### src/rtl/gpio_pkg.sv
// Shared defaults and widths for the GPIO input monitor.
package gpio_pkg;

  localparam int NUM_CH_DEF          = 8;
  localparam int DEBOUNCE_CYCLES_DEF = 50000;
  localparam int EDGE_CNT_W          = 16;
  localparam int DB_CNT_W            = $clog2(DEBOUNCE_CYCLES_DEF + 1);

  function automatic int db_cnt_w(input int cycles);
    return $clog2(cycles + 1);
  endfunction

endpackage

### src/rtl/gpio_in_monitor_if.sv
// Pin-side and status-side signals of the GPIO input monitor.
interface gpio_in_monitor_if
  import gpio_pkg::*;
#(
  parameter int NUM_CH = NUM_CH_DEF
) ();

  logic [NUM_CH-1:0]     gpio_in;
  logic                  clear;
  logic                  mode;
  logic [NUM_CH-1:0]     led;
  logic                  led_any;
  logic [NUM_CH-1:0]     level;
  logic [NUM_CH-1:0]     rise;
  logic [NUM_CH-1:0]     fall;
  logic [EDGE_CNT_W-1:0] edge_count;

  modport master (
    output gpio_in, clear, mode,
    input  led, led_any, level, rise, fall, edge_count
  );

  modport slave (
    input  gpio_in, clear, mode,
    output led, led_any, level, rise, fall, edge_count
  );

endinterface

### src/rtl/gpio_debounce.sv
// One GPIO channel: 2-flop synchronizer, mismatch counter, debounced level
// and single-cycle rise/fall pulses.
module gpio_debounce
  import gpio_pkg::*;
#(
  parameter int DEBOUNCE_CYCLES = DEBOUNCE_CYCLES_DEF
) (
  input  logic clk,
  input  logic rst_n,
  input  logic i_pin,
  output logic o_level,
  output logic o_rise,
  output logic o_fall
);

  localparam int               CNT_W    = db_cnt_w(DEBOUNCE_CYCLES);
  localparam logic [CNT_W-1:0] CNT_LAST = CNT_W'(DEBOUNCE_CYCLES - 1);

  logic             r_sync_p0;
  logic             r_sync_p1;
  logic [CNT_W-1:0] r_cnt;
  logic             r_level;
  logic             r_rise;
  logic             r_fall;
  logic             w_diff;
  logic             w_flip;

  // The edge that closes the DEBOUNCE_CYCLES-th mismatching cycle flips the level.
  assign w_diff = r_sync_p1 ^ r_level;
  assign w_flip = w_diff && (r_cnt == CNT_LAST);

  always_ff @(posedge clk or negedge rst_n) begin
    if (!rst_n) begin
      r_sync_p0 <= 1'b0;
      r_sync_p1 <= 1'b0;
      r_cnt     <= '0;
      r_level   <= 1'b0;
      r_rise    <= 1'b0;
      r_fall    <= 1'b0;
    end else begin
      r_sync_p0 <= i_pin;
      r_sync_p1 <= r_sync_p0;
      if (!w_diff || w_flip) r_cnt <= '0;
      else                   r_cnt <= r_cnt + 1'b1;
      if (w_flip) r_level <= ~r_level;
      r_rise <= w_flip & ~r_level;
      r_fall <= w_flip &  r_level;
    end
  end

  assign o_level = r_level;
  assign o_rise  = r_rise;
  assign o_fall  = r_fall;

endmodule

### src/rtl/gpio_in_monitor.sv
// GPIO input monitor: per-channel debounce, sticky edge flags, saturating
// rising-edge counter and a mode-selected LED display.
module gpio_in_monitor
  import gpio_pkg::*;
#(
  parameter int DEBOUNCE_CYCLES = DEBOUNCE_CYCLES_DEF,
  parameter int NUM_CH          = NUM_CH_DEF
) (
  input logic               clk,
  input logic               rst_n,
  gpio_in_monitor_if.slave  bus
);

  logic [NUM_CH-1:0]     w_level;
  logic [NUM_CH-1:0]     w_rise;
  logic [NUM_CH-1:0]     w_fall;
  logic [EDGE_CNT_W-1:0] w_pop;
  logic [EDGE_CNT_W-1:0] w_edge_next;

  logic                  r_clr_p0;
  logic                  r_clr_p1;
  logic                  r_mode_p0;
  logic                  r_mode_p1;
  logic [NUM_CH-1:0]     r_flag;
  logic [EDGE_CNT_W-1:0] r_edge_count;
  logic [NUM_CH-1:0]     r_led;
  logic                  r_led_any;

  function automatic logic [EDGE_CNT_W-1:0] popcount(input logic [NUM_CH-1:0] v);
    logic [EDGE_CNT_W-1:0] n;
    n = '0;
    for (int i = 0; i < NUM_CH; i++) n = n + EDGE_CNT_W'(v[i]);
    return n;
  endfunction

  function automatic logic [EDGE_CNT_W-1:0] sat_add(input logic [EDGE_CNT_W-1:0] a,
                                                    input logic [EDGE_CNT_W-1:0] b);
    logic [EDGE_CNT_W:0] s;
    s = {1'b0, a} + {1'b0, b};
    return s[EDGE_CNT_W] ? '1 : s[EDGE_CNT_W-1:0];
  endfunction

  for (genvar g = 0; g < NUM_CH; g++) begin : g_ch
    gpio_debounce #(
      .DEBOUNCE_CYCLES (DEBOUNCE_CYCLES)
    ) u_db (
      .clk     (clk),
      .rst_n   (rst_n),
      .i_pin   (bus.gpio_in[g]),
      .o_level (w_level[g]),
      .o_rise  (w_rise[g]),
      .o_fall  (w_fall[g])
    );
  end

  // A clear cycle restarts the count from this cycle's rises rather than dropping them.
  assign w_pop       = popcount(w_rise);
  assign w_edge_next = r_clr_p1 ? w_pop : sat_add(r_edge_count, w_pop);

  always_ff @(posedge clk or negedge rst_n) begin
    if (!rst_n) begin
      r_clr_p0     <= 1'b0;
      r_clr_p1     <= 1'b0;
      r_mode_p0    <= 1'b0;
      r_mode_p1    <= 1'b0;
      r_flag       <= '0;
      r_edge_count <= '0;
      r_led        <= '0;
      r_led_any    <= 1'b0;
    end else begin
      r_clr_p0     <= bus.clear;
      r_clr_p1     <= r_clr_p0;
      r_mode_p0    <= bus.mode;
      r_mode_p1    <= r_mode_p0;
      r_flag       <= (r_flag & ~{NUM_CH{r_clr_p1}}) | w_rise | w_fall;
      r_edge_count <= w_edge_next;
      r_led        <= r_mode_p1 ? r_flag : w_level;
      r_led_any    <= |r_flag;
    end
  end

  assign bus.led        = r_led;
  assign bus.led_any    = r_led_any;
  assign bus.level      = w_level;
  assign bus.rise       = w_rise;
  assign bus.fall       = w_fall;
  assign bus.edge_count = r_edge_count;

endmodule

### src/flat_wrapper.sv
// flat-port wrapper written by rule: the top's interface ports become plain ports
module gpio_in_monitor_flat import gpio_pkg::*;
#(
  parameter int DEBOUNCE_CYCLES = DEBOUNCE_CYCLES_DEF,
  parameter int NUM_CH          = NUM_CH_DEF
)
  (clk, rst_n, bus_gpio_in, bus_clear, bus_mode, bus_led, bus_led_any, bus_level, bus_rise, bus_fall, bus_edge_count);
  gpio_in_monitor_if #(.NUM_CH(NUM_CH)) bus_i ();
  input logic clk;
  input logic rst_n;
  input wire logic [$bits(bus_i.gpio_in)-1:0] bus_gpio_in;
  input wire logic [$bits(bus_i.clear)-1:0] bus_clear;
  input wire logic [$bits(bus_i.mode)-1:0] bus_mode;
  output wire logic [$bits(bus_i.led)-1:0] bus_led;
  output wire logic [$bits(bus_i.led_any)-1:0] bus_led_any;
  output wire logic [$bits(bus_i.level)-1:0] bus_level;
  output wire logic [$bits(bus_i.rise)-1:0] bus_rise;
  output wire logic [$bits(bus_i.fall)-1:0] bus_fall;
  output wire logic [$bits(bus_i.edge_count)-1:0] bus_edge_count;
  assign bus_i.gpio_in = bus_gpio_in;
  assign bus_i.clear = bus_clear;
  assign bus_i.mode = bus_mode;
  assign bus_led = bus_i.led;
  assign bus_led_any = bus_i.led_any;
  assign bus_level = bus_i.level;
  assign bus_rise = bus_i.rise;
  assign bus_fall = bus_i.fall;
  assign bus_edge_count = bus_i.edge_count;
  gpio_in_monitor #(.DEBOUNCE_CYCLES(DEBOUNCE_CYCLES), .NUM_CH(NUM_CH)) u_core (.clk(clk), .rst_n(rst_n), .bus(bus_i));
endmodule
### config.mk
export PLATFORM = sky130hd
export DESIGN_NAME = gpio_in_monitor_flat
export DESIGN_NICKNAME = d
export VERILOG_FILES = /design/src/rtl/gpio_pkg.sv /design/src/rtl/gpio_in_monitor_if.sv /design/src/rtl/gpio_debounce.sv /design/src/rtl/gpio_in_monitor.sv /design/src/flat_wrapper.sv
export SDC_FILE = /design/constraint.sdc
export NUM_CORES = 1
export LEC_CHECK = 0
export CAP_MARGIN = 20
export CORE_MARGIN = 2
export CORE_UTILIZATION = 40
export CTS_CLUSTER_DIAMETER = 50
export DETAILED_ROUTE_END_ITERATION = 7
export GPL_ROUTABILITY_DRIVEN = 1
export PLACE_DENSITY = 0.57
export SLEW_MARGIN = 10
export SYNTH_ARGS = -nofsm -noshare
export SYNTH_HDL_FRONTEND = slang
export SYNTH_HIERARCHICAL = 1
export SYNTH_SLANG_ARGS = --single-unit
### constraint.sdc
create_clock -name clk -period 9.1 [get_ports clk]
set_input_delay 1.82 -clock clk [delete_from_list [all_inputs] [get_ports clk]]
set_output_delay 1.82 -clock clk [all_outputs]
set_load 0.05 [all_outputs]
==> results.py <==
metrics = {
    "placed_design": {
        "dpl_worst_slack_ns": 4.37,
        "hpwl_um": 12900,
        "portBuffers": 60,
        "gp_congestion": 0.758,
    },
    "routing": {
        "ant_nets": 0,
        "drt-initial-drc-count": 325,
        "drc": 0,
        "vias": 6524,
        "viasPerCell": 5.03,
        "first_pass_iters": 5,
        "drt-wirelength-per-cell_um": 15.1,
        "finalWirelength_um": 19600,
    },
    "power": {
        "ir_drop_mv": 0.133,
        "leakage_nw": 4.71,
        "power_density_nw_per_um2": 178,
        "p_total_mw": 2.06,
    },
    "sta": {
        "finalWorstSetupSlack_ns": 4.33,
        "tightest_slew_ns": 0.865,
        "setup_viol": 0,
        "min_period_over_period_pct": 52.4,
        "hold_viol_final": 0,
        "rsz0062_at_grt": "no",
        "relSlewSlack_pct": 42.3,
        "finalClockSkew_ns": 0.0145,
        "drv_slew": 0,
        "setup_tns_ns": 0,
        "max_freq_mhz": 210,
        "period_minus_slack_ns": 4.77,
    },
    "setup_path": {
        "cp.required_ns": 9.53,
        "arrival_ns": 5.20,
        "crit_type": "flop to flop",
        "start_kind": "flop",
        "critPathCaptureType": "flop",
        "critPathMaxFanout": 11,
    },
    "clock_tree": {
        "cts_resized": 0,
        "clock-sinks": 205,
        "cts_tree": "yes",
        "postCtsSetupBuffers": 0,
        "clk_pin_slew_ns": 0.06,
        "cts_buffer_depth": 3,
        "cts_root_buf": "clkbuf_16",
        "cts_buffers": 29,
        "cts_hold_buf": 0,
        "cts-htree-levels": 1,
        "insertion_delay_ns": 0.53,
    },
    "logic_synthesis": {
        "synth_warnings": 6,
        "synth.most_common_cell": "dfrtp_1",
        "synth-edff-count": 0,
        "synth_adder_area_share_pct": 2.99,
        "synth_nets": 905,
        "yosys.area_share.simple_pct": 24.0,
        "synth_top_family_by_area": "simple AND/OR/NAND/NOR gates",
        "synth_compound_area_share_pct": 4.25,
        "synth_area_leaders": "dfrtp_1 53%, xnor2_1 8.5%, nor2_1 5.2%",
        "synth-main-ff-cell": "dfrtp_1",
        "yosysUniqueCellTypes": 45,
        "ys_seq_elements": 205,
        "syn_area_per_cell_um2": 11.0,
        "synth_xor_area_share_pct": 10.8,
        "yosysSeqAreaShare_pct": 53.3,
        "synthMuxAreaShare_pct": 1.87,
        "yosysTopAreaCell": "dfrtp_1",
        "syn_area_um2": 9620,
        "syn_inst": 873,
        "synthArstFlopShare_pct": 100,
        "synth_top_area_share_pct": 53.3,
        "synth_common_cells": "205 x dfrtp_1, 134 x nor2_1, 93 x xnor2_1",
    },
    "layout": {
        "largest-register": "u_core/g_ch.u_db/r_cnt",
        "drive_gt1_share_pct": 10.0,
        "antenna_cells": 0,
        "area_growth_pct": 19.9,
        "fillers": 2147,
        "largest_reg_flops": 128,
        "final_core_util_pct": 49.0,
        "nets": 986,
    },
    "global_routing": {
        "grt_pass1_vias": 6394,
        "antenna_found_initial": 0,
        "globalRouteTotalUtil_pct": 15.8,
        "globalRouteOverflowTotal": 0,
        "grt_max_degree": 79,
        "grt_pass1_wl_um": 33400,
    },
    "floorplan": {
        "rows": 56,
        "io_pins": 61,
        "die_y_um": 159,
        "start_util_pct": 40.9,
        "dieWidth_um": 159,
        "die-area_um2": 25300,
        "design.core.area_um2": 23500,
    },
    "job": {
        "drv_cap": 0,
    },
    "min_path": {
        "hp-class": "flop to flop",
    },
    "run_status": {
        "status": "completed",
    },
}
==> worst max-delay path: stages (launching register included) <==
cell and delay, ns:
dfrtp_1 0.36, inv_1 0.06, fa_1 0.55, fa_1 0.43, fa_1 0.50, inv_1 0.04
ha_1 0.18, inv_1 0.07, fa_1 0.45, fa_1 0.45, nand2b_1 0.24, a211oi_2 0.50
nand3_1 0.50, a31oi_1 0.33
==> power breakdown <==
part	internal [mW]	switching [mW]
logic	0.0205	0.0416
clock network	0.632	0.423
registers	0.926	0.0150
==> placed cells by master (no fill, tap or decap), drive strengths merged, types with 3 or more instances in the layout <==
cell type / count
dfrtp: 205
nor2: 134
xnor2: 93
clkdlybuf4s50: 59
inv: 52
nand3: 44
clkbuf: 38
nand4: 34
nor3: 33
nand2: 32
xor2: 26
nor4: 26
a21oi: 17
and3: 16
nor4bb: 16
nor3b: 16
mux2: 16
clkinv: 16
ha: 15
or4: 13
or3: 11
a211o: 9
o31ai: 9
a31oi: 8
nor4b: 8
fa: 5
clkinvlp: 4
o21ai: 4
a2111oi: 3
buf: 3
==> per-layer routing <==
layer | global-route usage [%] | routed length, µm
met5 | 0 | 0
met4 | 4.13 | 394
met3 | 3.02 | 814
met2 | 24.6 | 8900
met1 | 22.7 | 9490
==> per-stage QoR <==
stage          instance area [µm²]  cells  hold slack (ns)
2_1_floorplan                 9620    873            0.331
3_3_place_gp                 10600   1241            0.334
3_5_place_dp                 10600   1241            0.335
4_1_cts                      11500   1295            0.345
5_1_grt                      11500   1296            0.350
6_report                     11500   1296            0.344
==> worst paths after layout <==
check                                                        startpoint                                      end  slack (ns)  cells past startpoint
worst max-delay path               u_core/g_ch[0].u_db/o_rise$_DFF_PN0_       u_core/bus.edge_count[1]$_DFF_PN0_        4.33                     13
worst min register to register  u_core/g_ch[4].u_db/r_sync_p0$_DFF_PN0_  u_core/g_ch[4].u_db/r_sync_p1$_DFF_PN0_        0.34                      0
worst min-delay path            u_core/g_ch[4].u_db/r_sync_p0$_DFF_PN0_  u_core/g_ch[4].u_db/r_sync_p1$_DFF_PN0_        0.34                      0
max in group asynchronous                                         rst_n   u_core/g_ch[2].u_db/r_cnt[4]$_DFF_PN0_        6.54                      2
worst max register to register     u_core/g_ch[0].u_db/o_rise$_DFF_PN0_       u_core/bus.edge_count[1]$_DFF_PN0_        4.33                     13
min in group asynchronous                                         rst_n   u_core/g_ch[7].u_db/r_cnt[3]$_DFF_PN0_        1.23                      1
==> final cells by class <==
type	count	area, µm²	share of cell area (%)
clock buffer	37	806	6.98
clock inverter	17	125	1.08
inverter	55	206	1.79
multi-input combinational	600	4230	36.6
sequential	205	5130	44.5
tap	319	399	3.46
timing repair buffer	63	647	5.61
==> cells by family after synthesis <==
kind of cell,after synthesis
xor+xnor,119
mux,16
compound gates,59
buf+inv,68
fa+ha+maj,20
flops,205
simple gates,386
Power figures use the tool's default switching activity.
